## config.mk

```make
export PLATFORM = sky130hd
export DESIGN_NAME = lathe_cycle_seq
export DESIGN_NICKNAME = d
export VERILOG_FILES = /design/src/rtl/lathe_cycle_seq.sv
export SDC_FILE = /design/constraint.sdc
export NUM_CORES = 1
export LEC_CHECK = 0
export BUFFER_PORTS_ARGS = -buffer_cell sky130_fd_sc_hd__buf_2
export CAP_MARGIN = 15
export CORE_ASPECT_RATIO = 0.5
export CORE_MARGIN = 2
export CORE_UTILIZATION = 40
export DETAILED_ROUTE_END_ITERATION = 10
export PLACE_DENSITY_LB_ADDON = 0.15
export SYNTH_ARGS = -nofsm -noshare
export SYNTH_HDL_FRONTEND = slang
export SYNTH_SLANG_ARGS = --single-unit
```

## constraint.sdc

```tcl
create_clock -name clk -period 2.3 [get_ports clk]
set_input_delay 0.46 -clock clk [delete_from_list [all_inputs] [get_ports clk]]
set_output_delay 0.46 -clock clk [all_outputs]
set_load 0.01 [all_outputs]
```

## src/rtl/lathe_cycle_seq.sv

```systemverilog
// Auto-cycle sequencer for a retrofitted manual lathe: spin-up, feed, dwell, retract per part, batch counting, manual jog.
// Optional feed/retract watchdog enabled by defining LATHE_FEED_TIMEOUT_EN.
module lathe_cycle_seq #(
   parameter int SPINUP_CYC   = 150_000_000,
   parameter int DWELL_CYC    = 50_000_000,
   parameter int BATCH_SIZE   = 5,
   parameter int FEED_TIMEOUT = 500_000_000
) (
   input  logic       clk,
   input  logic       rst,
   input  logic       start,
   input  logic       stop,
   input  logic       estop,
   input  logic       auto_mode,
   input  logic       jog_fwd,
   input  logic       jog_rev,
   input  logic       limit_home,
   input  logic       limit_end,
   output logic       spindle_on,
   output logic       coolant_on,
   output logic       feed_fwd,
   output logic       feed_rev,
   output logic       busy,
   output logic       batch_done,
   output logic       fault,
   output logic [1:0] fault_code,
   output logic [7:0] part_count,
   output logic [2:0] state
);

   localparam int MAX_AB = (SPINUP_CYC > DWELL_CYC) ? SPINUP_CYC : DWELL_CYC;
   localparam int MAX_P  = (MAX_AB > FEED_TIMEOUT) ? MAX_AB : FEED_TIMEOUT;
   localparam int TW     = $clog2(MAX_P) + 1;

   localparam logic [TW-1:0] SPIN_LAST  = TW'(SPINUP_CYC - 1);
   localparam logic [TW-1:0] DWELL_LAST = TW'(DWELL_CYC - 1);
   localparam logic [7:0]    BATCH      = 8'(BATCH_SIZE);
`ifdef LATHE_FEED_TIMEOUT_EN
   localparam logic [TW-1:0] FT_LAST    = TW'(FEED_TIMEOUT - 1);
`endif

   typedef enum logic [2:0] {
      IDLE    = 3'd0,
      SPINUP  = 3'd1,
      FEED    = 3'd2,
      DWELL   = 3'd3,
      RETRACT = 3'd4,
      NEXT    = 3'd5,
      DONE    = 3'd6,
      FAULT   = 3'd7
   } state_t;

   state_t        cur, cur_nxt;
   logic [TW-1:0] timer, timer_nxt;
   logic [7:0]    part_nxt;
   logic [1:0]    code_nxt;
   logic          stop_pending, stop_nxt;
   logic          start_d;
   logic          start_rise;
   logic          abort;
   logic          conflict;
   logic [7:0]    part_inc;

   assign start_rise = start & ~start_d;
   assign abort      = stop | ~auto_mode;
   assign conflict   = limit_home & limit_end;
   assign part_inc   = part_count + 8'd1;

   // start_d tracks start even during reset so a held button cannot fake an edge.
   always_ff @(posedge clk) begin
      start_d <= start;
      if (rst) begin
         cur          <= IDLE;
         timer        <= '0;
         part_count   <= 8'd0;
         stop_pending <= 1'b0;
         fault_code   <= 2'd0;
      end else begin
         cur          <= cur_nxt;
         timer        <= timer_nxt;
         part_count   <= part_nxt;
         stop_pending <= stop_nxt;
         fault_code   <= code_nxt;
      end
   end

   always_comb begin
      cur_nxt   = cur;
      timer_nxt = timer;
      part_nxt  = part_count;
      stop_nxt  = stop_pending;
      code_nxt  = fault_code;
      if (estop) begin
         cur_nxt   = FAULT;
         code_nxt  = 2'd1;
         timer_nxt = '0;
      end else if (conflict) begin
         cur_nxt   = FAULT;
         code_nxt  = 2'd2;
         timer_nxt = '0;
      end
`ifdef LATHE_FEED_TIMEOUT_EN
      else if (timer == FT_LAST &&
               ((cur == FEED && !limit_end) || (cur == RETRACT && !limit_home))) begin
         cur_nxt   = FAULT;
         code_nxt  = 2'd3;
         timer_nxt = '0;
      end
`endif
      else begin
         case (cur)
            IDLE: begin
               if (auto_mode && start_rise && limit_home) begin
                  cur_nxt   = SPINUP;
                  timer_nxt = '0;
               end
            end
            SPINUP: begin
               timer_nxt = '0;
               if (abort) begin
                  cur_nxt = IDLE;
               end else if (timer == SPIN_LAST) begin
                  cur_nxt = FEED;
               end else begin
                  timer_nxt = timer + 1'b1;
               end
            end
            FEED: begin
               if (abort) begin
                  cur_nxt   = RETRACT;
                  stop_nxt  = 1'b1;
                  timer_nxt = '0;
               end else if (limit_end) begin
                  cur_nxt   = DWELL;
                  timer_nxt = '0;
               end else begin
`ifdef LATHE_FEED_TIMEOUT_EN
                  timer_nxt = timer + 1'b1;
`endif
               end
            end
            DWELL: begin
               timer_nxt = '0;
               if (abort) begin
                  cur_nxt  = RETRACT;
                  stop_nxt = 1'b1;
               end else if (timer == DWELL_LAST) begin
                  cur_nxt = RETRACT;
               end else begin
                  timer_nxt = timer + 1'b1;
               end
            end
            RETRACT: begin
               // An abort arriving together with home still discards the part.
               if (limit_home) begin
                  timer_nxt = '0;
                  if (stop_pending || abort) begin
                     cur_nxt  = IDLE;
                     stop_nxt = 1'b0;
                  end else begin
                     cur_nxt = NEXT;
                  end
               end else begin
                  if (abort) stop_nxt = 1'b1;
`ifdef LATHE_FEED_TIMEOUT_EN
                  timer_nxt = timer + 1'b1;
`endif
               end
            end
            NEXT: begin
               timer_nxt = '0;
               if (abort) begin
                  cur_nxt = IDLE;
               end else begin
                  part_nxt = part_inc;
                  cur_nxt  = (part_inc == BATCH) ? DONE : FEED;
               end
            end
            DONE: begin
               if (start_rise) begin
                  part_nxt = 8'd0;
                  cur_nxt  = IDLE;
               end
            end
            FAULT: begin
               if (limit_home && !limit_end && start_rise) begin
                  cur_nxt   = IDLE;
                  code_nxt  = 2'd0;
                  timer_nxt = '0;
                  stop_nxt  = 1'b0;
               end
            end
            default: cur_nxt = IDLE;
         endcase
      end
   end

   always_comb begin
      spindle_on = 1'b0;
      coolant_on = 1'b0;
      feed_fwd   = 1'b0;
      feed_rev   = 1'b0;
      case (cur)
         IDLE: begin
            if (!auto_mode) begin
               feed_fwd = jog_fwd & ~jog_rev & ~limit_end;
               feed_rev = jog_rev & ~jog_fwd & ~limit_home;
            end
         end
         SPINUP: begin
            spindle_on = 1'b1;
            coolant_on = 1'b1;
         end
         FEED: begin
            spindle_on = 1'b1;
            coolant_on = 1'b1;
            feed_fwd   = 1'b1;
         end
         DWELL: begin
            spindle_on = 1'b1;
            coolant_on = 1'b1;
         end
         RETRACT: begin
            spindle_on = 1'b1;
            feed_rev   = 1'b1;
         end
         NEXT:    spindle_on = 1'b1;
         default: ;
      endcase
      spindle_on = spindle_on & ~estop;
      coolant_on = coolant_on & ~estop;
      feed_fwd   = feed_fwd & ~estop;
      feed_rev   = feed_rev & ~estop;
   end

   assign busy       = (cur >= SPINUP) && (cur <= NEXT);
   assign batch_done = (cur == DONE);
   assign fault      = (cur == FAULT);
   assign state      = cur;

endmodule

```

* Word-level counts from Yosys, hierarchy flattened *
Index checks and enable logic that the tools add are counted.

storage, ports and cells
  register bits = 45
  word-level logic and storage cells = 124

operators by class
  $add $sub $neg = 2
  $lt $le $gt $ge = 2
  eq/ne operators = 24
  mux-type cells = 44
  bitwise operators = 19
  reductions and logical operators = 26

operators by type and width
  kind                                                    number
  2-to-1 mux 30 bit                                       9
  one-hot mux 30 bit (7 select lines)                     1
  2-to-1 mux 3 bit                                        15
  adder 30 x 1 -> 30 bit (second input constant)          1
  equality test 30 x 26 -> 1 bit (second input constant)  1
  equality test 30 x 28 -> 1 bit (second input constant)  1
  one-hot mux 3 bit (8 select lines)                      1
  2-to-1 mux 8 bit                                        2
  one-hot mux 8 bit (2 select lines)                      1
  inequality test 5 bit (second input constant)           3
  AND reduction 5 bit                                     3
  equality test 3 bit (second input constant)             4
  AND 1 bit                                               10
  2-to-1 mux 1 bit                                        9
  nonzero test 3 bit                                      3
  adder 8 x 1 -> 8 bit (second input constant)            1
  equality test 8 x 3 -> 1 bit (second input constant)    1
  inequality test 4 x 2 -> 1 bit (second input constant)  2
  inequality test 4 bit (second input constant)           2
  inverter 1 bit                                          8
  AND reduction 7 bit                                     1
  nonzero test 7 bit                                      1
  equality test 3 x 2 -> 1 bit (second input constant)    2
  2-to-1 mux 2 bit                                        3
  18 further kinds                                        32

* Logic depth before layout (Yosys ltp) *
  depth in word-level cells = 8
  mapped depth = 8

* Worst setup path after synthesis *
OpenSTA, ideal clock, no wires.

  path kind = register to register
  start point = register cur[0] (netlist: state[0])
  end point = register timer[27]
  arrival time = 2.089 ns
  path slack = 0.083 ns
  cell stages (with the launch flop) = 8
  period minus slack after synthesis = 2.217 ns
  path through = dfxtp_1 and3b_1 or3_4 or4_1 buf_2 nor4_4 xnor2_1 nor2_1

between the ends
  longest elaborated chain between the ends = 3
  elaborated cells on any way between the ends = 14
  those cells by class = eq/ne: 10; mux: 1; reduce/logical: 3

ends and longest elaborated chain
  what                                                        RTL line  text
  from (decl)                                                 53        state_t cur, cur_nxt;
  from (signal assigned)                                      79        cur <= cur_nxt;
  equality test 3 bit, or another cell as far along           111       case (cur)
  nonzero test 7 bit (no line), or another cell as far along  --
  AND reduction 5 bit (no line)                               --
  to (signal assigned)                                        80        timer <= timer_nxt;
  to (decl)                                                   54        logic [TW-1:0] timer, timer_nxt;

Several ways; a longest one is shown, not always the timed one.
A chain may end at the register's enable or synchronous reset.

* Final worst setup path *
  start point = register cur[0] (netlist: state[0])
  end point = register timer[11]

The elaborated chain is that of the path after synthesis.

==> summary.md <==
| Metric | Value |
|---|---|
| Status | completed |
| Leakage Power | 1.16 nW |
| Largest family of logic cells by synthesized area | simple AND/OR/NAND/NOR gates |
| Ys flop type | dfxtp_1 |
| Slew Viols, Final | 0 |
| Fraction of layout cells with a size suffix above 1 | 0.187 |
| Relative slew slack | 0.599 |
| Area share of the largest cell type after synthesis | 0.353 |
| Clock skew | slightly above 0.007 ns |
| Power Total | approximately 2.1 mW |
| Crit path arrival time | 2.42 ns |
| Number of synthesized flops with an enable pin | 0 |
| Total global-route track usage | 0.192 |
| Mux share of post-synthesis cell area | 0.00393 |
| Die Ht | roughly 60 um |
| CTS Buffer Depth | 2 |
| Largest net degree at the start of global routing | 31 |
| Area grow syn2layout | 23.1% |
| Buffers added on ports | 29 |
| Clk pin slew, worst setup/hold paths | 0.07 ns |
| Nets | approximately 380 |
| Worst slew pin tran | 0.598 ns |
| Total Wirelength | 6480 um |
| Worst VDD drop | 0.318 mV |
| Synth Area in Adders | 0.0147 |
| CTS tree | built |
| Worst Hold Class | primary input to flop |
| Number of antenna violations at the first check in global routing | 0 |
| CTS buffer count | 5 |
| Final min period | 2.19 ns |
| Die Width | 117 um |
| Seq cells post-synth | 45 |
| Sink Count | 45 |
| Final-report hold violation count | 0 |
| RSZ-0062 raised after global routing | true |
| Syn_nets | 336 |
| Data required, critical path | approximately 2.5 ns |
| Synth async-reset ratio | 0 |
| Detail Placement HPWL | 4690 um |
| Core area | 0.00611 sq mm |
| Detailed Routing Iterations Pass 1 | 4 |
| RD Place Congestion | 0.824 |
| Seq/Total Area, Yosys | 0.353 |
| Vias in the first global route | between 2000 and 2500 |
| I/O pin count | 30 |
| Max-cap violations | 0 |
| Simple-gate area share of the yosys netlist | 0.368 |
| First-iteration detailed-routing DRC count | 108 |
| Tcrit/Tclk final | 0.954 |
| # setup viols final | 0 |
| Routed WL per cell | 14.2 um |
| H-tree levels | 2 |
| Row count | 20 |
| Global-route wire length before repair | between 10000 and 15000 um |
| Ant. Diodes | 0 |
| ANT nets after route | 0 |
| Critical path class | flop to flop |
| Root buffer cell | clkbuf_16 |
| Highest achievable clock rate | 456 MHz |
| Crit. End Element | flop |
| Die area | about 0.007 sq mm |
| Clk_lat worst skew | 0.29 ns |
| Via count | 2497 |
| Avg Inst Size Synth | just under 8 sq um |
| Library cells used by synthesis | 50 |
| Ys Warns | 0 |
| Post-Syn Instances | 323 |
| Setup TNS | 0 ns |
| Crit-path max FO | 9 |
| Final Core Density | 0.514 |
| Synthesized area | 0.00255 sq mm |
| Congestion Overflow GR | 0 |
| Setup crit start kind | flop |
| Starting Density | 0.418 |
| Vias/cell | 5.46 |
| Power density cells | 658 mW/mm^2 |
| XOR/XNOR share of the synthesized area | 0.106 |
| Ranking of synthesized cells by area | dfxtp_1, nor2_1, xor2_1, xnor2_1, nand3_1 |
| Post-synth top area cell | dfxtp_1 |
| # DRC | 0 |
| Synth Area in Compound Gates | 0.121 |
path summary, 6_finish.rpt:
path	slack (ns)	startpoint	to	depth (start not counted)
worst min-delay path	0.30	start	start_d$_DFF_P_	1
worst max register to register	0.11	state[0]$_SDFFE_PP0P_	timer[11]$_SDFFE_PP0P_	7
worst max-delay path	0.11	state[0]$_SDFFE_PP0P_	timer[11]$_SDFFE_PP0P_	7
worst min register to register	0.48	fault_code[1]$_SDFFE_PP0P_	fault_code[1]$_SDFFE_PP0P_	2
layer usage:
metal	track usage	vias up	routed length [um]
met2	0.339	49	3080
met5	0	-	0
met3	0.0420	5	254
met1	0.247	1190	3110
li1	-	1253	-
met4	0.0420	0	42
cell type report:
| class | instances | area (sq um) |
|---|---|---|
| flip-flops and latches | 45 | 903 |
| fillers | 613 | 2970 |
| well taps | 88 | 110 |
| clock inverters | 3 | 68.8 |
| inverters | 8 | 30.0 |
| clock buffers | 5 | 125 |
| repair buffers | 51 | 323 |
| multi-input cells | 257 | 1580 |
Yosys cell counts (8+ instances only):
| cell type | count |
|---|---|
| nor2b_1 | 9 |
| o21ai_0 | 9 |
| clkbuf_1 | 9 |
| nand3_1 | 21 |
| xnor2_1 | 15 |
| inv_1 | 8 |
| a21oi_1 | 20 |
| nand4_1 | 11 |
| dfxtp_1 | 45 |
| and3_1 | 9 |
| xor2_1 | 16 |
| nor2_1 | 52 |
| nor3_1 | 10 |
| nand2_1 | 18 |
stage by stage:
stage | cells | hold slack, ns | area (sq um) | setup WS, ns
detailed placement | 449 | 0.472 | 2930 | -0.00371
global route | 457 | 0.309 | 3140 | -0.000819
CTS | 457 | 0.297 | 3130 | 0.0241
floorplan | 323 | 0.478 | 2550 | 0.0832
finish | 457 | 0.299 | 3140 | 0.106
global placement | 449 | 0.456 | 2930 | -0.00325
placed cells by master, fill, tap and decap left out, drive strengths merged, types with 3 or more instances in the layout:
| cell type | count |
|---|---|
| nor2 | 52 |
| buf | 51 |
| dfxtp | 45 |
| nand3 | 21 |
| a21oi | 20 |
| nand2 | 18 |
| xor2 | 16 |
| xnor2 | 15 |
| nand4 | 11 |
| nor3 | 10 |
| nor2b | 9 |
| and3 | 9 |
| o21ai | 9 |
| inv | 9 |
| or3 | 7 |
| nor4 | 7 |
| nor4b | 6 |
| clkbuf | 5 |
| o31ai | 4 |
| a31oi | 3 |
| and4 | 3 |
| nand2b | 3 |
| nor3b | 3 |
| nand3b | 3 |
| ha | 3 |
critical path: stages (launching register included):
cell	delay, ns
dfxtp_2	0.39
and3b_1	0.21
or3_4	0.40
or4_1	0.48
buf_4	0.19
nor4_1	0.23
o21bai_1	0.09
a21oi_1	0.14
report_power, final:
part	internal, mW	leakage, nW	switching, mW
registers	0.793	0.365	0.0194
clock network	0.627	0.0944	0.320
logic	0.129	0.702	0.177
what timing repair did:
item                                    in CTS  in global routing
hold buffers                                 0                  0
setup buffers                                0                  0
gates resized for setup                      1                  4
endpoints found under the setup margin       1                 12
endpoints found under the hold margin        0                  0
kinds of logic (layout without fill, tap and decap cells):
kind of cell / after synthesis / after routing
fa+ha+maj: 3 / 3
compound gates: 50 / 50
simple gates: 172 / 172
buf+inv: 21 / 67
mux: 1 / 1
flops: 45 / 45
xor+xnor: 31 / 31
sequential cells by signal, indices dropped and copies added, names as in the netlist:
register      flops
start_d           1
state             3
fault_code        2
part_count        8
stop_pending      1
timer            30
Note: power is estimated with default switching activity, not from simulation.
